<file path="config.mk">
export PLATFORM = sky130hd
export DESIGN_NAME = tt_um_mac
export DESIGN_NICKNAME = d
export VERILOG_FILES = /design/src/rtl/mac_pkg.sv /design/src/rtl/mac_core.sv /design/src/rtl/tt_um_mac.sv
export SDC_FILE = /design/constraint.sdc
export NUM_CORES = 1
export LEC_CHECK = 0
export BUFFER_PORTS_ARGS = -buffer_cell sky130_fd_sc_hd__buf_2
export CAP_MARGIN = 20
export CELL_PAD_IN_SITES_DETAIL_PLACEMENT = 0
export CELL_PAD_IN_SITES_GLOBAL_PLACEMENT = 2
export CORE_MARGIN = 2
export CORE_UTILIZATION = 35
export CTS_CLUSTER_DIAMETER = 80
export DETAILED_ROUTE_END_ITERATION = 10
export PLACE_DENSITY_LB_ADDON = 0.1
export SLEW_MARGIN = 20
export SYNTH_ARGS = -nofsm -noshare
export SYNTH_HDL_FRONTEND = slang
export SYNTH_SLANG_ARGS = --single-unit
</file>
<file path="constraint.sdc">
create_clock -name clk -period 2.9 [get_ports clk]
set_input_delay 0.58 -clock clk [delete_from_list [all_inputs] [get_ports clk]]
set_output_delay 0.58 -clock clk [all_outputs]
set_load 0.005 [all_outputs]
</file>
<file path="src/rtl/mac_pkg.sv">
// Shared widths and types for the Tiny Tapeout multiply-accumulate tile.
package mac_pkg;

  localparam int DATA_W = 8;
  localparam int ACC_W  = 16;
  localparam int PROD_W = 2 * DATA_W;

  typedef logic [DATA_W-1:0] operand_t;
  typedef logic [PROD_W-1:0] prod_t;
  typedef logic [ACC_W-1:0]  acc_t;

endpackage

</file>
<file path="src/rtl/mac_core.sv">
// Two-stage unsigned MAC: registered full-width product, then wrapping accumulate.
module mac_core
  import mac_pkg::*;
(
  input  logic     clk,
  input  logic     rst_n,
  input  logic     en,
  input  operand_t a,
  input  operand_t b,
  output acc_t     acc
);

  prod_t prod_q;
  acc_t  acc_q;

  // Accumulation is deliberately modulo 2^ACC_W; the carry out is discarded.
  function automatic acc_t wrap_add(input acc_t x, input prod_t y);
    return x + acc_t'(y);
  endfunction

  // Stage 1: full product of the current operands
  always_ff @(posedge clk or negedge rst_n) begin
    if (!rst_n) begin
      prod_q <= '0;
    end else if (en) begin
      prod_q <= prod_t'(a) * prod_t'(b);
    end
  end

  // Stage 2: fold the previously registered product into the running sum
  always_ff @(posedge clk or negedge rst_n) begin
    if (!rst_n) begin
      acc_q <= '0;
    end else if (en) begin
      acc_q <= wrap_add(acc_q, prod_q);
    end
  end

  assign acc = acc_q;

endmodule

</file>
<file path="src/rtl/tt_um_mac.sv">
// Tiny Tapeout wrapper: operands on ui_in/uio_in, accumulator low byte on uo_out.
module tt_um_mac
  import mac_pkg::*;
(
  input  logic       clk,
  input  logic       rst_n,
  input  logic       ena,
  input  logic [7:0] ui_in,
  input  logic [7:0] uio_in,
  output logic [7:0] uo_out,
  output logic [7:0] uio_out,
  output logic [7:0] uio_oe
);

  acc_t acc;
  logic unused_acc_hi;

  mac_core u_core (
    .clk   (clk),
    .rst_n (rst_n),
    .en    (ena),
    .a     (ui_in),
    .b     (uio_in),
    .acc   (acc)
  );

  assign uo_out  = acc[7:0];
  assign uio_out = 8'h00;
  assign uio_oe  = 8'h00;

  // Upper accumulator bits have no pin; they only carry into the next sum.
  assign unused_acc_hi = ^acc[ACC_W-1:8];

endmodule

</file>
======== Word level (Yosys, flattened, before mapping) ========
Index checks and enable logic that the tools add are counted.
word-level totals
  register bits ........................... 32
  output and inout bits ................... 24
  input bits .............................. 19
  word-level logic and storage cells ...... 4
cells by class
  $mul .................................... 1
  $add $sub $neg .......................... 1
operators by type and width
  kind              count
  $add A16 B16 Y16  1
  $mul A8 B8 Y16    1

======== Logic depth before layout (Yosys ltp) ========
Gate-level depths: netlist of the first run.
  word-level depth ........................ 1
  mapped depth ............................ 15
  depth with buffers taken out ............ 15

======== By module ========
From an unflattened synthesis of the first run, not the netlist that was laid out.
second synthesis, totals
  cells, all modules ...................... 452
  area total of the unflattened synthesis .. 4206.5 µm²
by module, submodules not included
  module     seq. area each (µm²)  area each (µm²)  cells an instance  instances
  mac_core   800.8                 4082.7           435                1
  tt_um_mac  0.0                   123.9            17                 1

======== Worst setup path after synthesis of the first run ========
Ideal clock, no wire load.
  kind .................................... input port to flip-flop
  start point ............................. input uio_in[4]
  end point ............................... register u_core.prod_q[7]
  stages .................................. 13
  arrival ................................. 3.765 ns
  buffers on the path ..................... 0
  setup time .............................. 0.125 ns
  slack ................................... -0.990 ns
  data required time ...................... 2.775 ns
  cell sequence ........................... nand2_1 fa_1 fa_1 inv_1 fa_1 inv_1 fa_1 inv_1 ha_1 a21oi_1 xnor2_2 xnor2_1 mux2_4
between the ends
  cells in the longest elaborated chain, start to end .. 1
RTL lines
  item                  line            RTL
  start, declared       tt_um_mac.sv:9  input logic [7:0] uio_in,
  $mul A8 B8 Y16        mac_core.sv:26  prod_q <= prod_t'(a) * prod_t'(b);
  end signal, assigned  mac_core.sv:26
  end, declared         mac_core.sv:13  prod_t prod_q;
Every way passes these cells.
A chain may end at the register's enable or synchronous reset.

======== Worst setup path in the final report of the first run ========
Same ends and word-level chain as after synthesis.

==> flow_summary.toml, run 1 <==
[grt]
track_usage_pct = 13.1
grt_max_degree = 17
overflow = 0
antenna_found_initial = 0
grt_pass1_wl_mm = 6.39
grt_pass1_vias = 1407

[yosys]
synth.distinct_cells = 31
synth_seq_cells = 16
avgSynthCellArea_um2 = 9.26
synthCells = 203
synth_warnings = 0
synthesis.area_mm2 = 0.00188
ys_seq_area_share_pct = 21.3

[drt]
vias = 1383
routed_wl_mm = 3.76
viasPerCell = 4.32
drc = 0
dr.pass1.iters = 4
wl_per_cell_um = 11.7
drt-initial-drc-count = 17
drt.antenna.violating_nets = 0

[critical_path]
max_stage_delay_ns = 0.51
cp-start-kind = "input port"
path_cells = "buf_8 > nand2_4 > fa_2 > inv_2 > fa_1 > ha_4 > inv_2 > fa_1 > inv_2 > ha_4 > a21o_1 > a21oi_4 > xnor2_2 > xnor2_1 > mux2_4"
slowest_stage = "fa_1"
worst_ep_arrival_time_ns = 3.52
crit_type = "input port to register"
critPathMostFrequentCell = "inv_2"
worst-path-max-fanout = 4
r2r_setup_slack_ns = 0.81
worstSetupEndpointType = "register"
crit_required_ns = 3.03

[min_path]
holdCritPathClass = "input port to async pin"

[layout]
fin_cells = 320
layout-drive-gt1-share_pct = 38.8
fillers = 515
areaGrowthSynthToFinish_pct = 31.5
nNetsFinal = 307
n_antenna_cell = 0
final_cell_mix = "25 x inv_1, 19 x buf_2, 19 x buf_4"
final_common_cell = "inv_1"

[floorplanning]
floorplan.rows = 26
ioPinCount = 43
design.die.area_mm2 = 0.00598
start_util_pct = 36.6
dieHeight_um = 77.3
core_mm2 = 0.00514
fp.dieW_um = 77.3

[job]
maxCapViolCount = 0

[timing]
rsz0062_at_grt = "yes"
setup_ws_ns = -0.487
tns_ns = -1.02
clock_skew_ns = 0.00328
period_needed_ns = 3.39
hold_viol = 0
fmax_ghz = 0.295
drv_slew = 0
min_period_over_period_pct = 117
final-setup-viol-count = 3

[run_status]
violations = "negative setup slack"
status = "finished with violations"

[placement]
dp.cells = 316
pre_cts_ws_ns = -0.866
routabilityCongestion = 0.841
dp_hpwl_mm = 3.20
portBuffers = 26

[power_and_ir_drop]
power_leakage_uw = 0.00121
p_per_area_mw_per_mm2 = 654
ir_drop_uv = 355

[cts]
cts-root-buf = "clkbuf_8"
max-clock-path-buffers = 2
cts_tree = "done"
cts.sinks = 16
cts.clk_slew.worst_paths_ns = 0.06
numCtsBuffers = 3
insertion_delay_ns = 0.24
cts_max_level = 1
==> cells by family (layout without fill, tap and decap cells) <==
| kind of cell | Yosys count | after routing | share of synthesized area (%) |
|---|---|---|---|
| XOR/XNOR | 20 | 20 | 9.71 |
| flip-flops | 16 | 16 | 21.3 |
| other | 1 | 16 | 0.199 |
| multiplexers | 10 | 10 | 6.12 |
| adder cells (fa/ha/maj) | 36 | 36 | 29.1 |
| AND/OR/NAND/NOR | 47 | 47 | 12.6 |
| buffers and inverters | 51 | 83 | 13.4 |
| AO/OA/AOI/OAI | 22 | 22 | 7.59 |
==> final timing paths <==
check | start | end | cells past startpoint
max | uio_in[4] | u_core.prod_q[7] | 15
min | rst_n | u_core.acc[7] | 1
max reg2reg | u_core.acc[0] | u_core.acc[6] | 9
min reg2reg | u_core.acc[7] | u_core.acc[7] | 1
max in group asynchronous | rst_n | u_core.acc[3] | 1
min in group clk | u_core.acc[7] | u_core.acc[7] | 1
==> worst max-delay path, delay by kind of cell <==
kind	cells	cell delay [ns]
compound gates	2	0.37
xor+xnor	2	0.20
fa+ha+maj	5	1.81
buf+inv	4	0.24
mux	1	0.25
simple gates	1	0.05
==> metrics by stage <==
stage                     hold WS (ns)  power [µW]  instance area (µm²)  utilization, %
after floorplan                  0.284        1170                 2020               -
after global placement           0.458        1410                 2260            44.0
after detailed placement         0.461        1430                 2260            44.0
after CTS                        0.251        1610                 2370            46.0
after global routing             0.267        1790                 2470            48.1
final                            0.246        1620                 2470            48.1
==> timing repair <==
item	4_1_cts	5_1_grt
endpoints found under the setup margin	4	4
resized for setup	18	23
pin swaps	8	10
hold buffers	0	0
buffers inserted	1	0
==> sequential cells by signal (all words and copies together), names as in the netlist <==
register       flops
u_core.acc         8
u_core.prod_q      8
==> per-layer routing <==
layer | track usage, % | part of all wire, % | vias up
li1 | - | - | 708
met1 | 19.5 | 51 | 639
met2 | 20.3 | 45 | 34
met3 | 2.47 | 3.2 | 2
met4 | 1.61 | 0.51 | 0
met5 | 0 | 0 | -
==> synth_stat cells <==
library cell / instances / share of area, %
inv_1: 33 / 6.6
ha_1: 23 / 15
nand2_1: 22 / 4.4
xnor2_1: 17 / 7.9
buf_4: 16 / 6.4
dfrtp_1: 16 / 21
fa_1: 13 / 14
and2_1: 11 / 3.7
mux2_2: 8 / 4.8
and2_2: 5 / 2.0
o21ai_0: 5 / 1.3
a21o_1: 4 / 1.6
a21oi_1: 4 / 1.1
o21a_1: 4 / 1.6
nor3_1: 3 / 0.80
clkbuf_1: 2 / 0.40
nand3_1: 2 / 0.53
xor2_1: 2 / 0.93
a211o_1: 1 / 0.47
a21boi_0: 1 / 0.40
conb_1: 1 / 0.20
mux2_4: 1 / 0.80
mux2i_1: 1 / 0.53
nand2_2: 1 / 0.33
nor2_1: 1 / 0.20
nor2b_1: 1 / 0.33
o21ai_1: 1 / 0.27
o221ai_1: 1 / 0.47
o31ai_1: 1 / 0.40
or3_1: 1 / 0.33
xnor2_2: 1 / 0.87
==> cell type report <==
type,instances,area [µm²],area share (%)
timing repair buffer,47,359,14.5
clock buffer,3,41.3,1.67
sequential,16,400,16.2
tap,70,87.6,3.54
multi-input combinational,151,1460,59.1
inverter,33,124,5.01
==> report_power, final <==
group / switching [µW] / total (µW) / internal [µW]
Sequential: 64.3 / 388 / 324
Combinational: 484 / 1070 / 583
Clock: 70.1 / 162 / 91.9
Total: 618 / 1620 / 999
(Power assumes the default switching activity.)
==> inputs of run 2 (changes only) <==
- CELL_PAD_IN_SITES_DETAIL_PLACEMENT: 0 -> not set
- CELL_PAD_IN_SITES_GLOBAL_PLACEMENT: 2 -> not set
- CORE_MARGIN: 2 -> not set
- CORE_UTILIZATION: 35 -> 59
- PLACE_DENSITY: not set -> 0.86
- PLACE_DENSITY_LB_ADDON: 0.1 -> not set
==> flow_summary.toml, run 2 (same netlist as run 1, synthesis figures left out) <==
[timing]
tns_ns = -0.965
period_needed_ns = 3.40
drv_slew = 0
hold_viol = 0
min_period_over_period_pct = 117
final-setup-viol-count = 3
rsz0062_at_grt = "yes"
fmax_ghz = 0.294
clock_skew_ns = 0.00915
whs_ns = 0.184
setup_ws_ns = -0.496

[cts]
cts-root-buf = "clkbuf_4"
numCtsBuffers = 3
insertion_delay_ns = 0.29
cts.sinks = 16
cts_max_level = 1
max-clock-path-buffers = 2
cts.clk_slew.worst_paths_ns = 0.10
cts_tree = "done"

[drt]
routed_wl_mm = 4.14
topRoutingLayerUsed = "met4"
drt-initial-drc-count = 52
vias = 1461
wl_met2_mm = 2.27
drt-met1-wl_mm = 1.61
drc = 0
route.met3.wl_um = 199
drt.antenna.violating_nets = 0
dr.pass1.iters = 4
wl_per_cell_um = 14.2
viasPerCell = 5.00

[placement]
dpl-instance-area_mm2 = 0.00221
routabilityCongestion = 0.877
pre_cts_ws_ns = -0.911
dp_hpwl_mm = 3.04
portBuffers = 26

[power_and_ir_drop]
intPower_uw = 976
power.share.sequential_pct = 24.5
combPwrFrac_pct = 66.3
p_switching_uw = 636
ir_drop_uv = 573
clockPowerShare_pct = 9.2
swShare_pct = 39.5
power_leakage_uw = 0.00119
p_per_area_mw_per_mm2 = 679

[grt]
grt_pass1_vias = 1529
antenna_found_initial = 0
track_usage_pct = 27.5
grt_pass1_wl_mm = 6.90
overflow = 0
grt_max_degree = 17

[run_status]
violations = "negative setup slack"
status = "finished with violations"

[critical_path]
critPathMostFrequentCell = "inv_2"
path_cells = "buf_6 > nand2_4 > fa_2 > inv_2 > fa_1 > ha_1 > inv_2 > fa_1 > inv_2 > ha_4 > a21o_1 > a21oi_4 > xnor2_2 > xnor2_1 > mux2_4"
crit_buf_inv = 4
max_stage_delay_ns = 0.52
path_depth = 15
worst_ep_arrival_time_ns = 3.58
slowest_stage = "fa_1"
reg2reg_depth = 9
worstSetupEndpointType = "register"
crit_required_ns = 3.09
cp-start-kind = "input port"
cp_top_family = "adder cells"
worst-path-max-fanout = 4
crit_type = "input port to register"

[layout]
n_antenna_cell = 0
multi_input_area_mm2 = 0.00143
nNetsFinal = 304
areaGrowthSynthToFinish_pct = 26.3
seqCellArea_um2 = 400
layout-drive-gt1-share_pct = 35.5
final_cell_mix = "28 x inv_1, 19 x buf_2, 17 x xnor2_1"
final_common_cell = "inv_1"
design_area_mm2 = 0.00238
fillers = 186

[floorplanning]
ioPinCount = 43
floorplan.rows = 20
dieHeight_um = 58.5
fp.dieW_um = 58.5
design.die.area_mm2 = 0.00342
start_util_pct = 62.1
core_mm2 = 0.00303

[min_path]
holdCritPathClass = "input port to async pin"

[job]
maxCapViolCount = 0
==> run 2: cell types whose count changed in the layout (fill, tap and decap cells not counted), moves of 2 or more <==
cell / change
clkbuf_4: +3
clkbuf_8: -2
ha_1: +3
inv_2: -3
ha_4: -2
buf_4: -3
inv_1: +3
==> run 2: cell type report <==
class                           instances  share of cell area [%]
Tap cell                               44                    2.32
Timing Repair Buffer                   44                    14.0
Multi-Input combinational cell        151                    60.1
Inverter                               33                    5.21
Clock buffer                            4                    1.53
Sequential cell                        16                    16.9
==> run 2: worst paths after layout <==
kind                                from               end  slack (ns)
max                            uio_in[4]  u_core.prod_q[7]       -0.50
min                                rst_n     u_core.acc[1]        0.18
max reg2reg                u_core.acc[0]     u_core.acc[6]        0.88
min reg2reg                u_core.acc[7]     u_core.acc[7]        0.47
max in group asynchronous          rst_n  u_core.prod_q[3]        2.44
min in group clk           u_core.acc[7]     u_core.acc[7]        0.47
==> run 2: routing by layer <==
| metal | track usage, % | vias up |
|---|---|---|
| met4 | 6.12 | 0 |
| met2 | 52.1 | 49 |
| li1 | - | 700 |
| met1 | 32.5 | 706 |
| met3 | 4.40 | 6 |
| met5 | 0 | - |
==> run 2: power by group through the flow <==
stage	combinational (µW)	clock [µW]	sequential, µW
CTS	1050	148	396
detailed placement	1020	0	400
finish	1070	148	394
global route	1200	162	407
floorplan	784	0	389
global placement	979	0	396
==> run 2: what timing repair did <==
item                                    4_1_cts  5_1_grt
hold buffers                                  0        0
resized for setup                            24        9
endpoints found under the hold margin         0        0
buffers inserted                              0        0
pin swaps                                     5        9
endpoints found under the setup margin        4        3
==> run 2: stage by stage <==
step | total power (µW) | util, % | instances
CTS | 1590 | 77.5 | 292
global placement | 1380 | 73.1 | 288
global route | 1770 | 78.5 | 292
floorplan | 1170 | - | 218
finish | 1610 | 78.5 | 292
detailed placement | 1420 | 73.1 | 288
==> run 2: worst register-to-register path, cell delays in order, from the launching register on <==
cell      delay [ns]
dfrtp_1         0.37
ha_1            0.19
inv_1           0.06
fa_1            0.40
nor2b_1         0.13
o21ai_0         0.11
a21boi_0        0.27
o21a_1          0.18
nor3_1          0.05
o31ai_1         0.17
